**config.mk**
```make
export PLATFORM = sky130hd
export DESIGN_NAME = pipe_scroller
export DESIGN_NICKNAME = d
export VERILOG_FILES = /design/src/rtl/flappy_pkg.sv /design/src/rtl/pipe_scroller_scroll_divider.sv /design/src/rtl/pipe_scroller.sv
export SDC_FILE = /design/constraint.sdc
export NUM_CORES = 1
export LEC_CHECK = 0
export ABC_AREA = 1
export CORE_MARGIN = 2
export CORE_UTILIZATION = 53
export DETAILED_ROUTE_END_ITERATION = 8
export PLACE_DENSITY = 0.89
export SLEW_MARGIN = 20
export SYNTH_ARGS = -nofsm -noshare
export SYNTH_HDL_FRONTEND = slang
export SYNTH_HIERARCHICAL = 1
export SYNTH_SLANG_ARGS = --single-unit
```
**constraint.sdc**
```tcl
create_clock -name clk -period 5.8 [get_ports clk]
set_clock_uncertainty 0.05 [all_clocks]
set_input_delay 0.58 -clock clk [delete_from_list [all_inputs] [get_ports clk]]
set_output_delay 0.58 -clock clk [all_outputs]
set_load 0.1 [all_outputs]
```
**src/rtl/flappy_pkg.sv**
```systemverilog
// Shared types and default playfield geometry for the Flappy Bird display blocks.
package flappy_pkg;

  typedef enum logic {S_SPACE, S_PIPE} scroll_state_t;

  localparam int DEF_ROWS = 16;
  localparam int DEF_COLS = 16;

endpackage

```
**src/rtl/pipe_scroller_scroll_divider.sv**
```systemverilog
// Scroll-rate divider: emits a tick every eff_div+1 enabled cycles.
// PIPE_SCROLLER_SPEEDUP_EN adds a score-driven speed level that shortens the period.
module scroll_divider
  import flappy_pkg::*;
#(
  parameter int DIV_W   = 24,
  parameter int MIN_DIV = 2
) (
  input  logic             clk,
  input  logic             rst,
  input  logic             i_enable,
  input  logic [DIV_W-1:0] i_scroll_div,
  input  logic             i_score,
  output logic             o_tick,
  output logic [3:0]       o_speed_level
);

  logic [DIV_W-1:0] r_div_cnt;
  logic [DIV_W-1:0] w_eff_div;

`ifdef PIPE_SCROLLER_SPEEDUP_EN
  logic [3:0]     r_speed;
  logic [1:0]     r_score_cnt;
  logic [DIV_W:0] w_diff;

  // One extra bit so scroll_div < speed_level shows up as a negative result.
  assign w_diff = {1'b0, i_scroll_div} - {{(DIV_W-3){1'b0}}, r_speed};

  always_comb begin
    if (w_diff[DIV_W] || (w_diff < (DIV_W+1)'(MIN_DIV))) begin
      w_eff_div = DIV_W'(MIN_DIV);
    end else begin
      w_eff_div = w_diff[DIV_W-1:0];
    end
  end

  always_ff @(posedge clk) begin
    if (rst) begin
      r_speed     <= '0;
      r_score_cnt <= '0;
    end else if (i_score) begin
      r_score_cnt <= r_score_cnt + 2'd1;
      if ((r_score_cnt == 2'd3) && (r_speed != 4'd15)) begin
        r_speed <= r_speed + 4'd1;
      end
    end
  end

  assign o_speed_level = r_speed;
`else
  logic [1:0] w_unused;

  assign w_unused      = {i_score, 1'(MIN_DIV)};
  assign w_eff_div     = i_scroll_div;
  assign o_speed_level = '0;
`endif

  // The >= compare lets a lowered divider take effect on the very next cycle.
  assign o_tick = i_enable && (r_div_cnt >= w_eff_div);

  always_ff @(posedge clk) begin
    if (rst) begin
      r_div_cnt <= '0;
    end else if (o_tick) begin
      r_div_cnt <= '0;
    end else if (i_enable) begin
      r_div_cnt <= r_div_cnt + DIV_W'(1);
    end
  end

endmodule

```
**src/rtl/pipe_scroller.sv**
```systemverilog
// Playfield scroll engine: shifts the obstacle map one column per tick and generates pipes.
// Optional score-driven speed-up is enabled with PIPE_SCROLLER_SPEEDUP_EN.
//
// state   | meaning
// S_SPACE | inserting empty columns between pipes
// S_PIPE  | inserting pipe columns with the latched gap opening
module pipe_scroller
  import flappy_pkg::*;
#(
  parameter int ROWS      = DEF_ROWS,
  parameter int COLS      = DEF_COLS,
  parameter int GAP_H     = 4,
  parameter int PIPE_W    = 2,
  parameter int SPACING   = 6,
  parameter int DIV_W     = 24,
  parameter int SCORE_COL = 4,
  parameter int MIN_DIV   = 2
) (
  input  logic                       clk,
  input  logic                       rst,
  input  logic                       enable,
  input  logic [DIV_W-1:0]           scroll_div,
  input  logic [$clog2(ROWS)-1:0]    gap_pos,
  output logic [ROWS-1:0][COLS-1:0]  field,
  output logic                       scroll_tick,
  output logic                       pipe_spawn,
  output logic                       score_pulse,
  output logic [3:0]                 speed_level
);

  localparam int GP_W    = $clog2(ROWS);
  localparam int CNT_MAX = (SPACING > PIPE_W) ? SPACING : PIPE_W;
  localparam int CNT_W   = $clog2(CNT_MAX + 1);
  localparam logic [GP_W-1:0] GAP_MAX = GP_W'(ROWS - GAP_H);

  scroll_state_t             r_state;
  logic [CNT_W-1:0]          r_col_cnt;
  logic [GP_W-1:0]           r_gap_top;
  logic [ROWS-1:0][COLS-1:0] r_field;
  logic [COLS-1:0]           r_marker;
  logic                      r_scroll_tick;
  logic                      r_pipe_spawn;
  logic                      r_score_pulse;

  logic            w_tick;
  logic [ROWS-1:0] w_new_col;
  logic            w_first_col;
  logic            w_last_col;
  logic            w_unused_marker;

  scroll_divider #(
    .DIV_W   (DIV_W),
    .MIN_DIV (MIN_DIV)
  ) u_divider (
    .clk           (clk),
    .rst           (rst),
    .i_enable      (enable),
    .i_scroll_div  (scroll_div),
    .i_score       (r_score_pulse),
    .o_tick        (w_tick),
    .o_speed_level (speed_level)
  );

  always_comb begin
    w_new_col = '0;
    if (r_state == S_PIPE) begin
      for (int r = 0; r < ROWS; r++) begin
        w_new_col[r] = !((r >= int'(r_gap_top)) && (r < int'(r_gap_top) + GAP_H));
      end
    end
  end

  assign w_first_col = (r_state == S_PIPE) && (r_col_cnt == '0);
  assign w_last_col  = (r_state == S_PIPE) && (r_col_cnt == CNT_W'(PIPE_W - 1));

  // The marker leaving the last column carries no information.
  assign w_unused_marker = r_marker[COLS-1];

  always_ff @(posedge clk) begin
    if (rst) begin
      r_state       <= S_SPACE;
      r_col_cnt     <= '0;
      r_gap_top     <= '0;
      r_field       <= '0;
      r_marker      <= '0;
      r_scroll_tick <= 1'b0;
      r_pipe_spawn  <= 1'b0;
      r_score_pulse <= 1'b0;
    end else begin
      r_scroll_tick <= 1'b0;
      r_pipe_spawn  <= 1'b0;
      r_score_pulse <= 1'b0;
      if (w_tick) begin
        for (int r = 0; r < ROWS; r++) begin
          r_field[r] <= {r_field[r][COLS-2:0], w_new_col[r]};
        end
        r_marker      <= {r_marker[COLS-2:0], w_last_col};
        r_scroll_tick <= 1'b1;
        r_pipe_spawn  <= w_first_col;
        r_score_pulse <= r_marker[SCORE_COL];
        case (r_state)
          S_SPACE: begin
            if (r_col_cnt == CNT_W'(SPACING - 1)) begin
              r_gap_top <= (gap_pos > GAP_MAX) ? GAP_MAX : gap_pos;
              r_col_cnt <= '0;
              r_state   <= S_PIPE;
            end else begin
              r_col_cnt <= r_col_cnt + CNT_W'(1);
            end
          end
          S_PIPE: begin
            if (r_col_cnt == CNT_W'(PIPE_W - 1)) begin
              r_col_cnt <= '0;
              r_state   <= S_SPACE;
            end else begin
              r_col_cnt <= r_col_cnt + CNT_W'(1);
            end
          end
          default: r_state <= S_SPACE;
        endcase
      end
    end
  end

  assign field       = r_field;
  assign scroll_tick = r_scroll_tick;
  assign pipe_spawn  = r_pipe_spawn;
  assign score_pulse = r_score_pulse;

endmodule
```
==> impl_metrics.xml, run 1 <==
<?xml version="1.0" encoding="UTF-8"?>
<metrics>
  <group name="power">
    <metric name="powerDensity" unit="nW/um2">268</metric>
    <metric name="worst_ir_drop_vdd" unit="V">0.000236</metric>
    <metric name="intPower" unit="mW">3.28</metric>
    <metric name="power_frac_clock" unit="%">48.4</metric>
    <metric name="power.sequential.fraction" unit="%">49.4</metric>
    <metric name="report.power.total" unit="mW">4.12</metric>
    <metric name="netSwitchingPower" unit="mW">0.845</metric>
    <metric name="combPwrFrac" unit="%">2.2</metric>
    <metric name="cellLeakagePower" unit="nW">7.15</metric>
    <metric name="switching_share" unit="%">20.5</metric>
  </group>
  <group name="worst_setup_path">
    <metric name="crit_required" unit="ns">6.23</metric>
    <metric name="worstSetupEndpointType" unit="">flip-flop</metric>
    <metric name="cell_with_the_largest_stage_delay_on_the_worst_path" unit="">sky130_fd_sc_hd__clkdlybuf4s50_1</metric>
    <metric name="critPathMaxFanout" unit="">147</metric>
    <metric name="timing_worst_setup_path_type" unit="">in2reg</metric>
    <metric name="worst-r2r-cell-count" unit="">16</metric>
    <metric name="start_kind" unit="">input port</metric>
    <metric name="cp_common_cell" unit="">sky130_fd_sc_hd__nand2_1</metric>
    <metric name="timing.critical_path.arrival" unit="ns">3.90</metric>
    <metric name="critPathMaxStageDelay" unit="ns">0.45</metric>
    <metric name="crit_chain" unit="">clkdlybuf4s50_1, inv_1, ha_1, a21oi_1, nand2_1, nand2_1, nand2_1, nor2_1, nand2_1, nand2_1, inv_6, inv_8, buf_16, buf_4, nor2_1, nor2_1</metric>
  </group>
  <group name="cells_and_area">
    <metric name="layout-drive-gt1-share" unit="%">3.87</metric>
    <metric name="instances_no_fill" unit="">2060</metric>
    <metric name="area_overhead_of_the_layout_relative_to_synthesis" unit="%">34.2</metric>
    <metric name="total_non_filler_cell_area_in_the_finished_layout" unit="um2">15400</metric>
    <metric name="fill_cells" unit="">1573</metric>
    <metric name="utilization" unit="%">72.8</metric>
    <metric name="diodes" unit="">0</metric>
    <metric name="final_nets" unit="">1824</metric>
  </group>
  <group name="placement">
    <metric name="place.port_buffers" unit="">289</metric>
    <metric name="pre_cts_slack" unit="ns">1.86</metric>
    <metric name="place_inst" unit="">2006</metric>
    <metric name="place_congestion" unit="">0.887</metric>
    <metric name="place_area" unit="um2">14300</metric>
    <metric name="dpl.hpwl" unit="mm">21.7</metric>
  </group>
  <group name="hold_path">
    <metric name="hold_path_depth" unit="">1</metric>
    <metric name="min_path_type" unit="">reg2reg</metric>
  </group>
  <group name="timing">
    <metric name="timing.max_slew.rel_slack" unit="%">26.7</metric>
    <metric name="setup_viol" unit="">0</metric>
    <metric name="worstMarginPinSlew" unit="ns">1.10</metric>
    <metric name="fin_tns_setup" unit="ns">0</metric>
    <metric name="hold_viol_final" unit="">0</metric>
    <metric name="min_period" unit="ns">3.47</metric>
    <metric name="layout_setup_ws" unit="ns">2.33</metric>
    <metric name="slew_viol_final" unit="">0</metric>
    <metric name="rsz0062_at_grt" unit="">false</metric>
    <metric name="timing.hold.ws" unit="ns">0.407</metric>
    <metric name="period_share" unit="%">59.8</metric>
    <metric name="fmaxAchievable" unit="MHz">288</metric>
  </group>
  <group name="cts">
    <metric name="cts_num_sinks" unit="">296</metric>
    <metric name="cts_tree" unit="">yes</metric>
    <metric name="cts_made_buffers" unit="">29</metric>
    <metric name="post_cts_resized" unit="">0</metric>
    <metric name="insertion_delay" unit="ns">0.55</metric>
    <metric name="cts_root_buffer" unit="">sky130_fd_sc_hd__clkbuf_16</metric>
    <metric name="clkSlewWorstSetupHoldPaths" unit="ns">0.06</metric>
    <metric name="post_cts_hold_buffer_count" unit="">0</metric>
    <metric name="clock_path_buffers" unit="">3</metric>
    <metric name="postCtsSetupBuffers" unit="">0</metric>
    <metric name="cts.htree.levels" unit="">1</metric>
  </group>
  <group name="synthesis">
    <metric name="synth_mux_area_share" unit="%">0.0872</metric>
    <metric name="synthDistinctLibCells" unit="">30</metric>
    <metric name="number_of_enable_type_register_cells_in_the_synthesized_netlist" unit="">0</metric>
    <metric name="area_fraction_in_compound_gates_after_synthesis" unit="%">12.3</metric>
    <metric name="synth-simple-area-share" unit="%">25.0</metric>
    <metric name="ys_ff_latch" unit="">296</metric>
    <metric name="yosys-top-cells-area" unit="">sky130_fd_sc_hd__dfxtp_1 (52%), sky130_fd_sc_hd__nor2_1 (18%), sky130_fd_sc_hd__o21ai_0 (11%), sky130_fd_sc_hd__nand2_1 (4.2%), sky130_fd_sc_hd__ha_1 (3.3%)</metric>
    <metric name="post_synth_xor_area_fraction" unit="%">1.60</metric>
    <metric name="synth.yosys.warnings" unit="">6</metric>
    <metric name="share_of_yosys_cell_area_claimed_by_the_top_area_cell_type" unit="%">51.6</metric>
    <metric name="synth_area" unit="um2">11500</metric>
    <metric name="dominant_cell_type_by_area_after_synthesis" unit="">sky130_fd_sc_hd__dfxtp_1</metric>
    <metric name="ys_dominant_reg_cell" unit="">sky130_fd_sc_hd__dfxtp_1</metric>
    <metric name="synth-async-reset-ratio" unit="%">0</metric>
    <metric name="synth.yosys.seq_area_share" unit="%">51.6</metric>
    <metric name="syn_inst" unit="">1525</metric>
    <metric name="dominant_combinational_cell_family_by_area_after_synthesis" unit="">simple AND/OR/NAND/NOR gates</metric>
    <metric name="post_synth.cell_area_avg" unit="um2">7.52</metric>
    <metric name="area_share_of_fa_ha_maj_cells_after_synthesis" unit="%">3.27</metric>
  </group>
  <group name="status">
    <metric name="run_status" unit="">finished clean</metric>
  </group>
  <group name="route">
    <metric name="first_iter_violations" unit="">731</metric>
    <metric name="routed-via-count" unit="">10800</metric>
    <metric name="routed_wire_length_per_instance" unit="um">15.8</metric>
    <metric name="final_antenna_net_count" unit="">0</metric>
    <metric name="via_per_inst" unit="">5.26</metric>
    <metric name="drc_violation_count_after_routing" unit="">0</metric>
    <metric name="totalWireLength" unit="mm">32.6</metric>
    <metric name="drt_first_pass_iters" unit="">5</metric>
  </group>
  <group name="floorplanning">
    <metric name="fp-row-count" unit="">53</metric>
    <metric name="die-width" unit="um">151</metric>
    <metric name="design.core.area" unit="um2">21200</metric>
    <metric name="die_ar" unit="um2">22800</metric>
    <metric name="die_h" unit="um">151</metric>
    <metric name="initial_utilization" unit="%">54.2</metric>
    <metric name="top_level_ports" unit="">294</metric>
  </group>
  <group name="grt">
    <metric name="grtUsageTotal" unit="%">27.3</metric>
    <metric name="grt_start_max_net_pins" unit="">204</metric>
    <metric name="grt_remaining_overflow" unit="">0</metric>
    <metric name="antenna_violations_before_repair" unit="">0</metric>
    <metric name="vias_in_the_first_global_route" unit="">10100</metric>
    <metric name="grt_pass1_wl" unit="mm">50.7</metric>
  </group>
  <group name="run">
    <metric name="timing.max_cap.violations" unit="">0</metric>
  </group>
</metrics>
## power by group through the flow
stage	logic, mW	registers (mW)	clock network, mW
CTS	0.0909	2.04	2.02
global placement	0.0864	2.08	0
detailed placement	0.0899	2.08	0
finish	0.0911	2.04	1.99
global route	0.101	2.03	2.11
floorplan	0.0617	2.08	0
## registers in the layout, summed over array words and instances (netlist names), named ones only
name,flops
field,256
u_divider/r_div_cnt,24
r_marker,5
r_gap_top,4
r_col_cnt,3
pipe_spawn,1
score_pulse,1
scroll_tick,1
## metal layers
layer	share of wire, %	vias up	track usage [%]
met2	47	443	45.4
met3	8.8	104	6.90
met1	39	4968	33.3
li1	-	5326	-
met4	5.2	0	12.7
met5	0	-	0
## synth_stat cells (3+ instances only)
cell                       number
sky130_fd_sc_hd__nand4_1        9
sky130_fd_sc_hd__inv_1         65
sky130_fd_sc_hd__dfxtp_1      296
sky130_fd_sc_hd__nor3_1         8
sky130_fd_sc_hd__xnor2_1       11
sky130_fd_sc_hd__buf_4          6
sky130_fd_sc_hd__buf_2         31
sky130_fd_sc_hd__nand2_1      129
sky130_fd_sc_hd__nor2_2         3
sky130_fd_sc_hd__nand2_2        4
sky130_fd_sc_hd__xor2_1        10
sky130_fd_sc_hd__o21ai_0      247
sky130_fd_sc_hd__a21oi_1       30
sky130_fd_sc_hd__buf_6          4
sky130_fd_sc_hd__clkbuf_1      51
sky130_fd_sc_hd__nor2_1       557
sky130_fd_sc_hd__ha_1          30
sky130_fd_sc_hd__nand3_1       20
sky130_fd_sc_hd__inv_2          3
## worst max-delay path: cells and delay by family
kind,cells,cell delay [ns]
buffers and inverters,6,1.83
AND/OR/NAND/NOR,8,0.87
adder cells (fa/ha/maj),1,0.32
AO/OA/AOI/OAI,1,0.18
## cell families after synthesis
family / count (synthesis)
and+or+nand+nor: 735
DFF: 296
AOI/OAI and AO/OA: 280
buffers and inverters: 161
adders and majority gates: 30
xor gates and xnor gates: 21
other: 1
muxes: 1
## placed cells by master, fill, tap and decap left out
cell / instances
sky130_fd_sc_hd__a21boi_0: 1
sky130_fd_sc_hd__a21o_1: 1
sky130_fd_sc_hd__a21oi_1: 30
sky130_fd_sc_hd__and3_1: 1
sky130_fd_sc_hd__buf_16: 1
sky130_fd_sc_hd__buf_4: 5
sky130_fd_sc_hd__buf_6: 1
sky130_fd_sc_hd__bufinv_16: 5
sky130_fd_sc_hd__clkbuf_1: 6
sky130_fd_sc_hd__clkbuf_16: 29
sky130_fd_sc_hd__clkbuf_8: 5
sky130_fd_sc_hd__clkdlybuf4s50_1: 289
sky130_fd_sc_hd__clkinv_2: 7
sky130_fd_sc_hd__conb_1: 4
sky130_fd_sc_hd__dfxtp_1: 296
sky130_fd_sc_hd__ha_1: 30
sky130_fd_sc_hd__inv_1: 64
sky130_fd_sc_hd__inv_16: 1
sky130_fd_sc_hd__inv_2: 1
sky130_fd_sc_hd__inv_6: 3
sky130_fd_sc_hd__inv_8: 1
sky130_fd_sc_hd__mux2i_1: 1
sky130_fd_sc_hd__nand2_1: 129
sky130_fd_sc_hd__nand2_2: 4
sky130_fd_sc_hd__nand3_1: 20
sky130_fd_sc_hd__nand4_1: 9
sky130_fd_sc_hd__nor2_1: 557
sky130_fd_sc_hd__nor2_2: 3
sky130_fd_sc_hd__nor2_4: 1
sky130_fd_sc_hd__nor3_1: 8
sky130_fd_sc_hd__nor3_2: 1
sky130_fd_sc_hd__nor3_4: 1
sky130_fd_sc_hd__nor4_1: 1
sky130_fd_sc_hd__o21ai_0: 247
sky130_fd_sc_hd__o21bai_1: 1
sky130_fd_sc_hd__xnor2_1: 11
sky130_fd_sc_hd__xor2_1: 10
## area by class of cell
class	count	area (um2)	area share, %
Clock buffer	40	817	5.31
Tap cell	275	344	2.23
Timing Repair Buffer	296	2970	19.3
Inverter	69	282	1.83
Multi-Input combinational cell	1071	4860	31.5
Sequential cell	296	5930	38.5
Clock inverter	13	205	1.33
## path summary, 6_finish.rpt
check	from	to	slack, ns
max reg2reg	u_divider/r_div_cnt[9]	field[254]	2.46
min	r_col_cnt[2]	pipe_spawn	0.41
max	scroll_div[11]	field[254]	2.33
min reg2reg	r_col_cnt[2]	pipe_spawn	0.41
(Power assumes the default switching activity.)
==> run 2: changes to the inputs <==
CORE_UTILIZATION = 44   (was 53)
PLACE_DENSITY = 0.79   (was 0.89)
clock period = 2.98 ns   (was 5.8 ns; I/O delays follow)
==> impl_metrics.xml, run 2 (synthesis results as in run 1) <==
<?xml version="1.0" encoding="UTF-8"?>
<metrics>
  <group name="worst_setup_path">
    <metric name="crit_required" unit="ns">3.40</metric>
    <metric name="timing.critical_path.from" unit="">u_divider/r_div_cnt[6]</metric>
    <metric name="cp_top_family" unit="">simple AND/OR/NAND/NOR gates</metric>
    <metric name="crit_chain" unit="">ha_1, nand2_1, inv_1, nand2_1, nand2_1, nor2_1, nor2_1, nand2_1, nand2_1, nand2_1, inv_6, inv_8, buf_12, o21ai_0, a21oi_1</metric>
    <metric name="timing.critical_path.arrival" unit="ns">3.06</metric>
    <metric name="worstSetupEndpointType" unit="">flip-flop</metric>
    <metric name="timing_worst_setup_path_type" unit="">reg2reg</metric>
    <metric name="cell_with_the_largest_stage_delay_on_the_worst_path" unit="">sky130_fd_sc_hd__dfxtp_1</metric>
    <metric name="critPathMaxFanout" unit="">60</metric>
    <metric name="r2r_start" unit="">u_divider/r_div_cnt[6]</metric>
    <metric name="start_kind" unit="">flip-flop</metric>
    <metric name="critPathMaxStageDelay" unit="ns">0.42</metric>
    <metric name="cp_common_cell" unit="">sky130_fd_sc_hd__nand2_1</metric>
    <metric name="critical_path_buf_inv_count" unit="">4</metric>
  </group>
  <group name="cells_and_area">
    <metric name="mostFrequentLayoutCell" unit="">sky130_fd_sc_hd__nor2_1</metric>
    <metric name="instances_no_fill" unit="">2128</metric>
    <metric name="diodes" unit="">0</metric>
    <metric name="final_nets" unit="">1833</metric>
    <metric name="number_of_flip_flops_in_the_largest_register" unit="">256</metric>
    <metric name="final_cell_mix" unit="">sky130_fd_sc_hd__nor2_1 (557), sky130_fd_sc_hd__dfxtp_1 (296), sky130_fd_sc_hd__buf_4 (267)</metric>
    <metric name="area_overhead_of_the_layout_relative_to_synthesis" unit="%">29.4</metric>
    <metric name="layout-drive-gt1-share" unit="%">18.6</metric>
  </group>
  <group name="power">
    <metric name="intPower" unit="mW">6.03</metric>
    <metric name="cellLeakagePower" unit="nW">7.69</metric>
    <metric name="power_frac_clock" unit="%">46.0</metric>
    <metric name="switching_share" unit="%">21.4</metric>
    <metric name="powerDensity" unit="nW/um2">516</metric>
    <metric name="power.sequential.fraction" unit="%">51.7</metric>
    <metric name="worst_ir_drop_vdd" unit="V">0.000500</metric>
    <metric name="combPwrFrac" unit="%">2.4</metric>
    <metric name="netSwitchingPower" unit="mW">1.64</metric>
  </group>
  <group name="grt">
    <metric name="use_met3" unit="%">5.64</metric>
    <metric name="grt_start_max_net_pins" unit="">131</metric>
    <metric name="global_route.usage.met2" unit="%">34.4</metric>
    <metric name="grtUsageTotal" unit="%">21.8</metric>
    <metric name="grt_pass1_wl" unit="mm">48.6</metric>
    <metric name="grt_remaining_overflow" unit="">0</metric>
    <metric name="antenna_violations_before_repair" unit="">0</metric>
    <metric name="grt.met1_usage" unit="%">28.7</metric>
    <metric name="globalRoute.busiestLayer" unit="">met2</metric>
    <metric name="vias_in_the_first_global_route" unit="">9456</metric>
  </group>
  <group name="placement">
    <metric name="place_congestion" unit="">0.895</metric>
    <metric name="pre_cts_slack" unit="ns">-0.0455</metric>
    <metric name="dpl.hpwl" unit="mm">22.0</metric>
    <metric name="place_inst" unit="">2075</metric>
    <metric name="place.port_buffers" unit="">289</metric>
  </group>
  <group name="timing">
    <metric name="hold_viol_final" unit="">0</metric>
    <metric name="timing.max_slew.rel_slack" unit="%">60.5</metric>
    <metric name="rsz0062_at_grt" unit="">false</metric>
    <metric name="layout_setup_ws" unit="ns">0.332</metric>
    <metric name="setup_viol" unit="">0</metric>
    <metric name="slew_viol_final" unit="">0</metric>
    <metric name="min_period" unit="ns">2.65</metric>
    <metric name="period_share" unit="%">88.9</metric>
    <metric name="worstMarginPinSlew" unit="ns">0.593</metric>
    <metric name="fmaxAchievable" unit="MHz">378</metric>
  </group>
  <group name="cts">
    <metric name="cts_root_buffer" unit="">sky130_fd_sc_hd__clkbuf_16</metric>
    <metric name="clkSlewWorstSetupHoldPaths" unit="ns">0.06</metric>
    <metric name="cts_num_sinks" unit="">296</metric>
    <metric name="post_cts_resized" unit="">0</metric>
    <metric name="cts_tree" unit="">yes</metric>
    <metric name="clock_path_buffers" unit="">3</metric>
    <metric name="post_cts_hold_buffer_count" unit="">0</metric>
    <metric name="insertion_delay" unit="ns">0.54</metric>
    <metric name="cts_made_buffers" unit="">30</metric>
    <metric name="postCtsSetupBuffers" unit="">0</metric>
    <metric name="cts.htree.levels" unit="">1</metric>
  </group>
  <group name="route">
    <metric name="routed-via-count" unit="">10600</metric>
    <metric name="routed_wire_length_per_instance" unit="um">14.8</metric>
    <metric name="drt_first_pass_iters" unit="">5</metric>
    <metric name="totalWireLength" unit="mm">31.5</metric>
    <metric name="via_per_inst" unit="">4.97</metric>
    <metric name="final_antenna_net_count" unit="">0</metric>
    <metric name="first_iter_violations" unit="">976</metric>
    <metric name="drc_violation_count_after_routing" unit="">0</metric>
  </group>
  <group name="run">
    <metric name="timing.max_cap.violations" unit="">0</metric>
  </group>
  <group name="floorplanning">
    <metric name="initial_utilization" unit="%">44.4</metric>
    <metric name="die_ar" unit="um2">27400</metric>
    <metric name="design.core.area" unit="um2">25800</metric>
    <metric name="fp-row-count" unit="">59</metric>
    <metric name="top_level_ports" unit="">294</metric>
    <metric name="die-width" unit="um">165</metric>
    <metric name="die_h" unit="um">165</metric>
  </group>
  <group name="hold_path">
    <metric name="min_path_type" unit="">in2reg</metric>
    <metric name="timing.hold.worst.start" unit="">gap_pos[0]</metric>
  </group>
  <group name="status">
    <metric name="run_status" unit="">finished clean</metric>
  </group>
</metrics>
==> run 2: cell count changes in the layout (fill, tap and decap cells not counted), moves of 2 or more <==
cell	change
sky130_fd_sc_hd__clkdlybuf4s50_1	-259
sky130_fd_sc_hd__buf_4	+262
sky130_fd_sc_hd__buf_12	+7
sky130_fd_sc_hd__clkbuf_16	+2
sky130_fd_sc_hd__bufinv_16	-5
sky130_fd_sc_hd__clkbuf_1	+2
sky130_fd_sc_hd__clkinvlp_4	+2
==> run 2: cell type report <==
type	instances	area, um2
flip-flops and latches	296	5930
clock buffers	43	861
multi-input cells	1071	4860
inverters	69	282
well taps	335	419
repair buffers	304	2440
clock inverters	10	58.8
fillers	2387	11000
==> run 2: path summary, 6_finish.rpt <==
check	end	slack [ns]	cells past startpoint
worst max-delay path	r_marker[4]	0.33	15
worst min-delay path	r_gap_top[0]	0.31	3
worst max register to register	r_marker[4]	0.33	15
worst min register to register	pipe_spawn	0.41	1
==> run 2: per-stage QoR <==
step	hold slack [ns]	power [mW]	TNS, ns	util (%)	instance area [um2]
after floorplan	0.366	4.17	0	-	11500
after global placement	0.396	4.23	-0.0127	53.9	13900
after detailed placement	0.393	4.23	-0.152	53.9	13900
after CTS	0.293	7.74	0	57.5	14800
after global routing	0.303	7.93	0	57.5	14800
final	0.308	7.67	0	57.5	14800
==> run 2: metal layers <==
metal  vias up  part of all wire, %
li1       5338                    -
met1      4831                   43
met2       334                   45
met3        76                  8.0
met4         0                  3.9
met5         -                    0
==> run 2: power by group through the flow <==
stage,clock [mW],combinational (mW),sequential (mW)
3_3_place_gp,0,0.177,4.05
6_report,3.52,0.180,3.96
2_1_floorplan,0,0.120,4.05
4_1_cts,3.60,0.181,3.96
5_1_grt,3.77,0.201,3.96
3_5_place_dp,0,0.181,4.05
==> run 2: worst reg2reg max path, cell delays in order (launching register included) <==
cell and delay, ns:
sky130_fd_sc_hd__dfxtp_1 0.42, sky130_fd_sc_hd__ha_1 0.27, sky130_fd_sc_hd__nand2_1 0.09, sky130_fd_sc_hd__inv_1 0.05, sky130_fd_sc_hd__nand2_1 0.05, sky130_fd_sc_hd__nand2_1 0.06
sky130_fd_sc_hd__nor2_1 0.20, sky130_fd_sc_hd__nor2_1 0.08, sky130_fd_sc_hd__nand2_1 0.06, sky130_fd_sc_hd__nand2_1 0.07, sky130_fd_sc_hd__nand2_1 0.19, sky130_fd_sc_hd__inv_6 0.11
sky130_fd_sc_hd__inv_8 0.29, sky130_fd_sc_hd__buf_12 0.30, sky130_fd_sc_hd__o21ai_0 0.15, sky130_fd_sc_hd__a21oi_1 0.15
